`src/rtl/fwd_scoreboard.sv`:
```
// D-stage forwarding scoreboard: tracks in-flight producers with per-stage Tnew countdowns,
// resolves per-port bypass selects and the D stall, and owns the mult/div busy counter.
// Optional macro FWD_STATS_EN adds wrapping stall/forward-hit counters.
module fwd_scoreboard #(
  parameter int AW     = 5,
  parameter int DEPTH  = 3,
  parameter int NRD    = 3,
  parameter int TW     = 2,
  parameter int SW     = 2,
  parameter int MD_LAT = 5
) (
  input  logic              clk,
  input  logic              reset_n,
  input  logic              flush,
  input  logic              id_we,
  input  logic [AW-1:0]     id_wa,
  input  logic [TW-1:0]     id_tnew,
  input  logic              id_md_use,
  input  logic              md_start,
  input  logic [NRD-1:0]    rd_use,
  input  logic [NRD*AW-1:0] rd_addr,
  input  logic [NRD*TW-1:0] rd_tuse,
  output logic [NRD*SW-1:0] fwd_sel,
  output logic              stall,
  output logic              md_busy,
  output logic [31:0]       stat_stall,
  output logic [31:0]       stat_fwd
);

  localparam int MCW = $clog2(MD_LAT + 1);

  logic [DEPTH-1:0] v_q, v_d;
  logic [AW-1:0]    dst_q  [DEPTH];
  logic [AW-1:0]    dst_d  [DEPTH];
  logic [TW-1:0]    tnew_q [DEPTH];
  logic [TW-1:0]    tnew_d [DEPTH];
  logic [MCW-1:0]   md_cnt_q, md_cnt_d;
  logic [NRD-1:0]   port_stall;

  // Scan oldest to youngest so the youngest matching producer wins.
  always_comb begin : fwd_resolve
    logic          hit;
    logic [TW-1:0] hit_tnew;
    logic [SW-1:0] hit_sel;
    logic [AW-1:0] addr;
    logic [TW-1:0] tuse;
    fwd_sel    = '0;
    port_stall = '0;
    for (int p = 0; p < NRD; p++) begin
      addr     = rd_addr[p*AW +: AW];
      tuse     = rd_tuse[p*TW +: TW];
      hit      = 1'b0;
      hit_tnew = '0;
      hit_sel  = '0;
      for (int i = DEPTH - 1; i >= 0; i--) begin
        if (v_q[i] && (dst_q[i] == addr)) begin
          hit      = 1'b1;
          hit_tnew = tnew_q[i];
          hit_sel  = SW'(i + 1);
        end
      end
      if (rd_use[p] && (addr != '0) && hit) begin
        if (hit_tnew == '0) begin
          fwd_sel[p*SW +: SW] = hit_sel;
        end else if (hit_tnew > tuse) begin
          port_stall[p] = 1'b1;
        end
      end
    end
  end

  assign md_busy = (md_cnt_q != '0);
  assign stall   = (|port_stall) || (id_md_use && (md_busy || md_start));

  always_comb begin
    v_d[0]    = id_we && (id_wa != '0) && !stall;
    dst_d[0]  = id_wa;
    tnew_d[0] = id_tnew;
    for (int i = 1; i < DEPTH; i++) begin
      v_d[i]    = v_q[i-1];
      dst_d[i]  = dst_q[i-1];
      tnew_d[i] = (tnew_q[i-1] != '0) ? tnew_q[i-1] - TW'(1) : '0;
    end
    if (flush) begin
      v_d = '0;
    end
    if (md_start) begin
      md_cnt_d = MCW'(MD_LAT);
    end else if (md_cnt_q != '0) begin
      md_cnt_d = md_cnt_q - MCW'(1);
    end else begin
      md_cnt_d = md_cnt_q;
    end
  end

  always_ff @(posedge clk or negedge reset_n) begin
    if (!reset_n) begin
      v_q      <= '0;
      md_cnt_q <= '0;
      for (int i = 0; i < DEPTH; i++) begin
        dst_q[i]  <= '0;
        tnew_q[i] <= '0;
      end
    end else begin
      v_q      <= v_d;
      md_cnt_q <= md_cnt_d;
      for (int i = 0; i < DEPTH; i++) begin
        dst_q[i]  <= dst_d[i];
        tnew_q[i] <= tnew_d[i];
      end
    end
  end

`ifdef FWD_STATS_EN
  logic [31:0] stat_stall_q, stat_fwd_q;

  always_ff @(posedge clk or negedge reset_n) begin
    if (!reset_n) begin
      stat_stall_q <= '0;
      stat_fwd_q   <= '0;
    end else begin
      if (stall) begin
        stat_stall_q <= stat_stall_q + 32'd1;
      end
      if (|fwd_sel) begin
        stat_fwd_q <= stat_fwd_q + 32'd1;
      end
    end
  end

  assign stat_stall = stat_stall_q;
  assign stat_fwd   = stat_fwd_q;
`else
  assign stat_stall = '0;
  assign stat_fwd   = '0;
`endif

endmodule

```
`config.mk`:
```
export PLATFORM = sky130hd
export DESIGN_NAME = fwd_scoreboard
export DESIGN_NICKNAME = d
export VERILOG_FILES = /design/src/rtl/fwd_scoreboard.sv
export SDC_FILE = /design/constraint.sdc
export NUM_CORES = 1
export LEC_CHECK = 0
export BUFFER_PORTS_ARGS = -buffer_cell sky130_fd_sc_hd__buf_2
export CORE_MARGIN = 3
export CORE_UTILIZATION = 48
export DETAILED_ROUTE_END_ITERATION = 7
export PLACE_DENSITY_LB_ADDON = 0.25
export SYNTH_ARGS = -nofsm -noshare
export SYNTH_HDL_FRONTEND = slang
export SYNTH_SLANG_ARGS = --single-unit
```
`constraint.sdc`:
```
create_clock -name clk -period 4 [get_ports clk]
set_clock_uncertainty 0.1 [all_clocks]
set_input_delay 0.4 -clock clk [delete_from_list [all_inputs] [get_ports clk]]
set_output_delay 0.4 -clock clk [all_outputs]
set_load 0.01 [all_outputs]
```
* Yosys cells after proc, flatten, opt, wreduce, memory -nomap -nowiden
Cells that the tools add are included.
** Word-level totals
- Register bits after elaboration :: 27
- Latch bits :: 0
- Bits in writable memories :: 0
- ROM bits :: 0
- Bits of input ports :: 37
- Output and inout port bits :: 72
- Word-level logic and storage cells :: 103
- Memories kept :: 0
** Operators by class
- Add/subtract/negate cells :: 3
- Multipliers :: 0
- Divide/modulo/power cells :: 0
- Order comparisons :: 3
- Eq/ne operators :: 9
- Shift operators :: 0
- Multiplexer cells :: 47
- Bitwise logic cells :: 0
- Reduce and logical (&&, ||, !) cells :: 33
** Operators by type and width (count)
- 2-bit 2-to-1 mux :: 26
- 5-bit == test :: 9
- 5-bit nonzero test :: 4
- 1-bit logical AND :: 18
- 1-bit 2-to-1 mux :: 18
- 3-bit 2-to-1 mux :: 3
- 2-bit greater-than comparator :: 3
- 2-bit zero test :: 3
- 2-bit nonzero test :: 3
- 2-bit by 1-bit subtractor with 2-bit output, second input constant :: 2
- 3-bit nonzero test :: 1
- 3-bit OR reduction :: 1
- 3-bit by 1-bit subtractor with 3-bit output, second input constant :: 1
- 1-bit logical OR :: 2
- 1-bit zero test :: 1

* Longest topological paths before layout
- Depth in word-level cells :: 14
- Depth in mapped cells :: 11
- Mapped depth without buffers :: 11

* Least setup slack after synthesis
No wires, ideal clock.
- Kind :: flip-flop to output port
- Start point :: register dst_q, in the netlist dst_d[5]
- End point :: output port stall
- Arrival time :: 2.626 ns
- Required time :: 3.500 ns
- Setup slack :: 0.874 ns
- Stages on the path, launching flop included :: 12
- Path buffers :: 0
- Cells stage by stage :: dfrtp_1 > xor2_1 > nor4_1 > nand3_1 > or2_1 > and2_1 > ha_1 > nor2b_1 > o21ai_0 > a211oi_1 > a22o_1 > or3b_1
** On the way
- Longest elaborated chain between the ends :: 9
** RTL lines
- start, declared :: line 33 : logic [AW-1:0] dst_q [DEPTH];
- start signal, assigned by index :: line 108 : dst_q[i] <= dst_d[i];
- 5-bit == test :: line 56 : if (v_q[i] && (dst_q[i] == addr)) begin
- 1-bit logical AND :: line 56
- 2-bit 2-to-1 mux :: line 56
- 2-bit greater-than comparator :: line 65 : end else if (hit_tnew > tuse) begin
- 1-bit 2-to-1 mux :: line 65
- 1-bit 2-to-1 mux :: line 63 : if (hit_tnew == '0) begin
- 1-bit 2-to-1 mux :: line 62 : if (rd_use[p] && (addr != '0) && hit) begin
- 3-bit OR reduction * :: line 73 : assign stall = (|port_stall) || (id_md_use && (md_busy || md_start));
- 1-bit logical OR * :: line 73
- end, declared :: line 24 : output logic stall,
Every way passes the cells marked *; elsewhere a longest branch is shown, timed or not.

* Final worst setup path
Ends and elaborated chain as after synthesis.

==> reports/results.ini <==
[worst_setup_path]
critical_path.startpoint_type = register
cp_data_arrival_time_ps = 3290
r2r.worst_path.cells = 11
cp_max_fo = 4
worstPathCellList = xor2_1, nor4_1, nand3_1, or2_1, and2_1, ha_1, nor2b_1, o21ai_0, a211oi_1, a22o_1, or3b_1, buf_2
critical_path.max_stage_delay_ps = 470
critPathRequiredTime_ps = 3500
timing.setup.critical_path_class = reg2out
setup.worst_path.end_class = output port
worst_path_max_delay_cell = sky130_fd_sc_hd__dfrtp_1

[final_layout]
fillCellCount = 446
area_growth_syn_to_layout_pct = 4.80
layout.cells.most_common_list = 64 x sky130_fd_sc_hd__conb_1, 44 x sky130_fd_sc_hd__buf_2, 32 x sky130_fd_sc_hd__xor2_1
final_nets = 349
layout_commonest_cell = sky130_fd_sc_hd__conb_1
final_core_area_utilization = 0.544
insertedDiodeCount = 0
layout-drive-gt1-share = 0.185
sequential_cell_area_sq_um = 676
final_area_sq_mm = 0.00248
total_area_of_multi_input_combinational_cells_sq_mm = 0.00141

[clock_network]
clk_transition_reported_paths_ps = 80
post_cts_resized = 0
ctsRootBufferMaster = sky130_fd_sc_hd__clkbuf_8
post_cts_hold_buffer_count = 0
cts_tree = yes
cts.htree.levels = 1
tritoncts.num_buffers = 3
number_of_clock_sinks_seen_by_cts = 27
worstSkewPairLatency_ps = 260
post-cts-setup-buffers = 0
number_of_buffers_between_clock_root_and_the_deepest_sink = 2

[placed_design]
numPortBuffers = 44
dp_hpwl_um = 3910
place_ws_ps = 353
final_weighted_congestion_in_routability_driven_placement = 0.843
placement.cell_area_sq_mm = 0.00242

[synthesis]
yosys-top-cells-area = sky130_fd_sc_hd__dfrtp_1 29%, sky130_fd_sc_hd__buf_4 20%, sky130_fd_sc_hd__xor2_1 12%
synth-seq-cells = 27
netlist_area_before_placement_sq_mm = 0.00237
yosysWarningCount = 0
ys.flop_type = sky130_fd_sc_hd__dfrtp_1
postSynthCellCount = 255
synth_area_per_cell_sq_um = 9.29
ys_async_sr_fraction = 1.00
number_of_enable_type_register_cells_in_the_synthesized_netlist = 0
yosys.area.top_type = sky130_fd_sc_hd__dfrtp_1
synth.lib_cells_used.distinct = 40
netlist.area_leader.share = 0.285
yosysSeqAreaShare = 0.285

[pwr]
comb_power_share = 0.237
power.share.switching = 0.308
total_leakage_power_uw = 0.00120
power.share.sequential = 0.523
worst_ir_drop_vdd_mv = 0.232
p_sw_uw = 184
p_int_uw = 412
clkPwrFrac = 0.240
power_density_mw_per_mm2 = 240

[detailed_routing]
drc = 0
dr.first_iter.drc_count = 124
detailroute.via_count = 1735
via_per_inst = 4.71
route.detailed.wl_per_inst_um = 12.2
first_pass_iters = 4
final_antenna_net_count = 0
sum_of_routed_wire_length_over_all_layers_um = 4470

[floorplan]
io_pins = 109
floorplan.core_area_sq_mm = 0.00456
fp_rows = 24
design.die.area_sq_mm = 0.00582
dieWidth_um = 76.3
start_util = 0.519
chipHeight_um = 76.3

[grt]
first_global_vias = 1635
grt_start_max_net_pins = 28
groute.usage.overall = 0.157
global_route.overflow_total = 0
grt_antenna_before_repair = 0
wire_length_of_the_first_global_routing_pass_um = 7510

[sta]
report.final.slew_viol_count = 0
timing.final.hold_violations = 0
min_period_over_period = 0.947
holdWs_ps = 13.7
timing.fmax_ghz = 0.264
setup-violations-final = 0
grt_setup_unrepaired = false
layout_min_cycle_time_ps = 3790
tightest_slew_margin_relative_to_the_limit = 0.632
final_setup_slack_of_the_worst_path_ps = 213
timing_worst_slew_pin_value_ps = 546
tns_ps = 0

[hold_path]
worst_hold_path_type = in2async

[outcome]
outcome = completed

[flow_run]
max_cap_check_violation_count = 0

[flip-flops by register name, indices dropped and copies added, names as in the netlist]
name      count
dst_d        10
dst_q         5
md_cnt_q      3
tnew_q        6
v_q           3
[cells in the mapped netlist (2+ instances only)]
master / number
sky130_fd_sc_hd__a211oi_1: 3
sky130_fd_sc_hd__a21oi_1: 4
sky130_fd_sc_hd__a22o_1: 4
sky130_fd_sc_hd__a41oi_1: 2
sky130_fd_sc_hd__and2_1: 4
sky130_fd_sc_hd__and3_1: 2
sky130_fd_sc_hd__buf_4: 64
sky130_fd_sc_hd__dfrtp_1: 27
sky130_fd_sc_hd__ha_1: 8
sky130_fd_sc_hd__inv_1: 9
sky130_fd_sc_hd__nand2_1: 7
sky130_fd_sc_hd__nand2b_1: 2
sky130_fd_sc_hd__nand3_1: 6
sky130_fd_sc_hd__nand4_1: 6
sky130_fd_sc_hd__nor2_1: 3
sky130_fd_sc_hd__nor2b_1: 6
sky130_fd_sc_hd__nor3_1: 8
sky130_fd_sc_hd__nor4_1: 3
sky130_fd_sc_hd__nor4b_1: 2
sky130_fd_sc_hd__o21a_1: 2
sky130_fd_sc_hd__o21ai_0: 7
sky130_fd_sc_hd__o311ai_1: 5
sky130_fd_sc_hd__o31a_1: 2
sky130_fd_sc_hd__or2_1: 6
sky130_fd_sc_hd__or4_1: 4
sky130_fd_sc_hd__xnor2_1: 14
sky130_fd_sc_hd__xor2_1: 32
[worst paths after layout]
check	to	start	slack, ps
max	stall	dst_d[5]$_DFF_PN0_	210
min	md_cnt_q[1]$_DFFE_PN0N_	reset_n	10
max reg2reg	v_q[0]$_DFF_PN0_	dst_d[5]$_DFF_PN0_	1140
min reg2reg	md_cnt_q[2]$_DFFE_PN0N_	md_cnt_q[2]$_DFFE_PN0N_	390
max in group asynchronous	dst_d[4]$_DFF_PN0_	reset_n	3420
min in group clk	tnew_q[4]$_DFF_PN0_	id_tnew[0]	140
[power by group through the flow]
stage	sequential (uW)	clock [uW]	combinational, uW
2_1_floorplan	309	0	142
3_3_place_gp	316	0	137
3_5_place_dp	316	0	140
4_1_cts	311	149	141
5_1_grt	315	159	160
6_report	311	143	141
[critical path, delay by kind of cell, from the launching register on]
kind,cells,cell delay (ps)
AOI/OAI and AO/OA,3,520
xor gates and xnor gates,1,190
adders and majority gates,1,270
buffers and inverters,1,150
DFF,1,470
and+or+nand+nor,6,1420
[area by class of cell]
class	count	share of cell area
Tap cell	65	0.0327
Inverter	9	0.0136
Sequential cell	27	0.272
Multi-Input combinational cell	217	0.568
Clock buffer	3	0.0166
Clock inverter	1	0.00202
Timing Repair Buffer	46	0.0947
[per-stage QoR]
stage / cells / total power [uW]
after global routing: 368 / 634
final: 368 / 596
after floorplan: 318 / 451
after global placement: 362 / 453
after CTS: 366 / 601
after detailed placement: 362 / 456
[kinds of logic (layout without fill, tap and decap cells)]
group                      count (synthesis)  after routing  synth area share
AOI/OAI and AO/OA                         34             34             0.113
DFF                                       27             27             0.285
and+or+nand+nor                           65             65             0.169
xor gates and xnor gates                  46             46             0.170
buffers and inverters                     74             59             0.219
adders and majority gates                  8              8            0.0422
other                                      1             64           0.00158
[per-layer routing]
metal / global-route usage / routed length [um]
met1: 0.196 / 1900
met2: 0.277 / 2230
met3: 0.0201 / 315
met4: 0.0525 / 28
met5: 0 / 0
No activity file was read; power rests on OpenSTA's default activity.
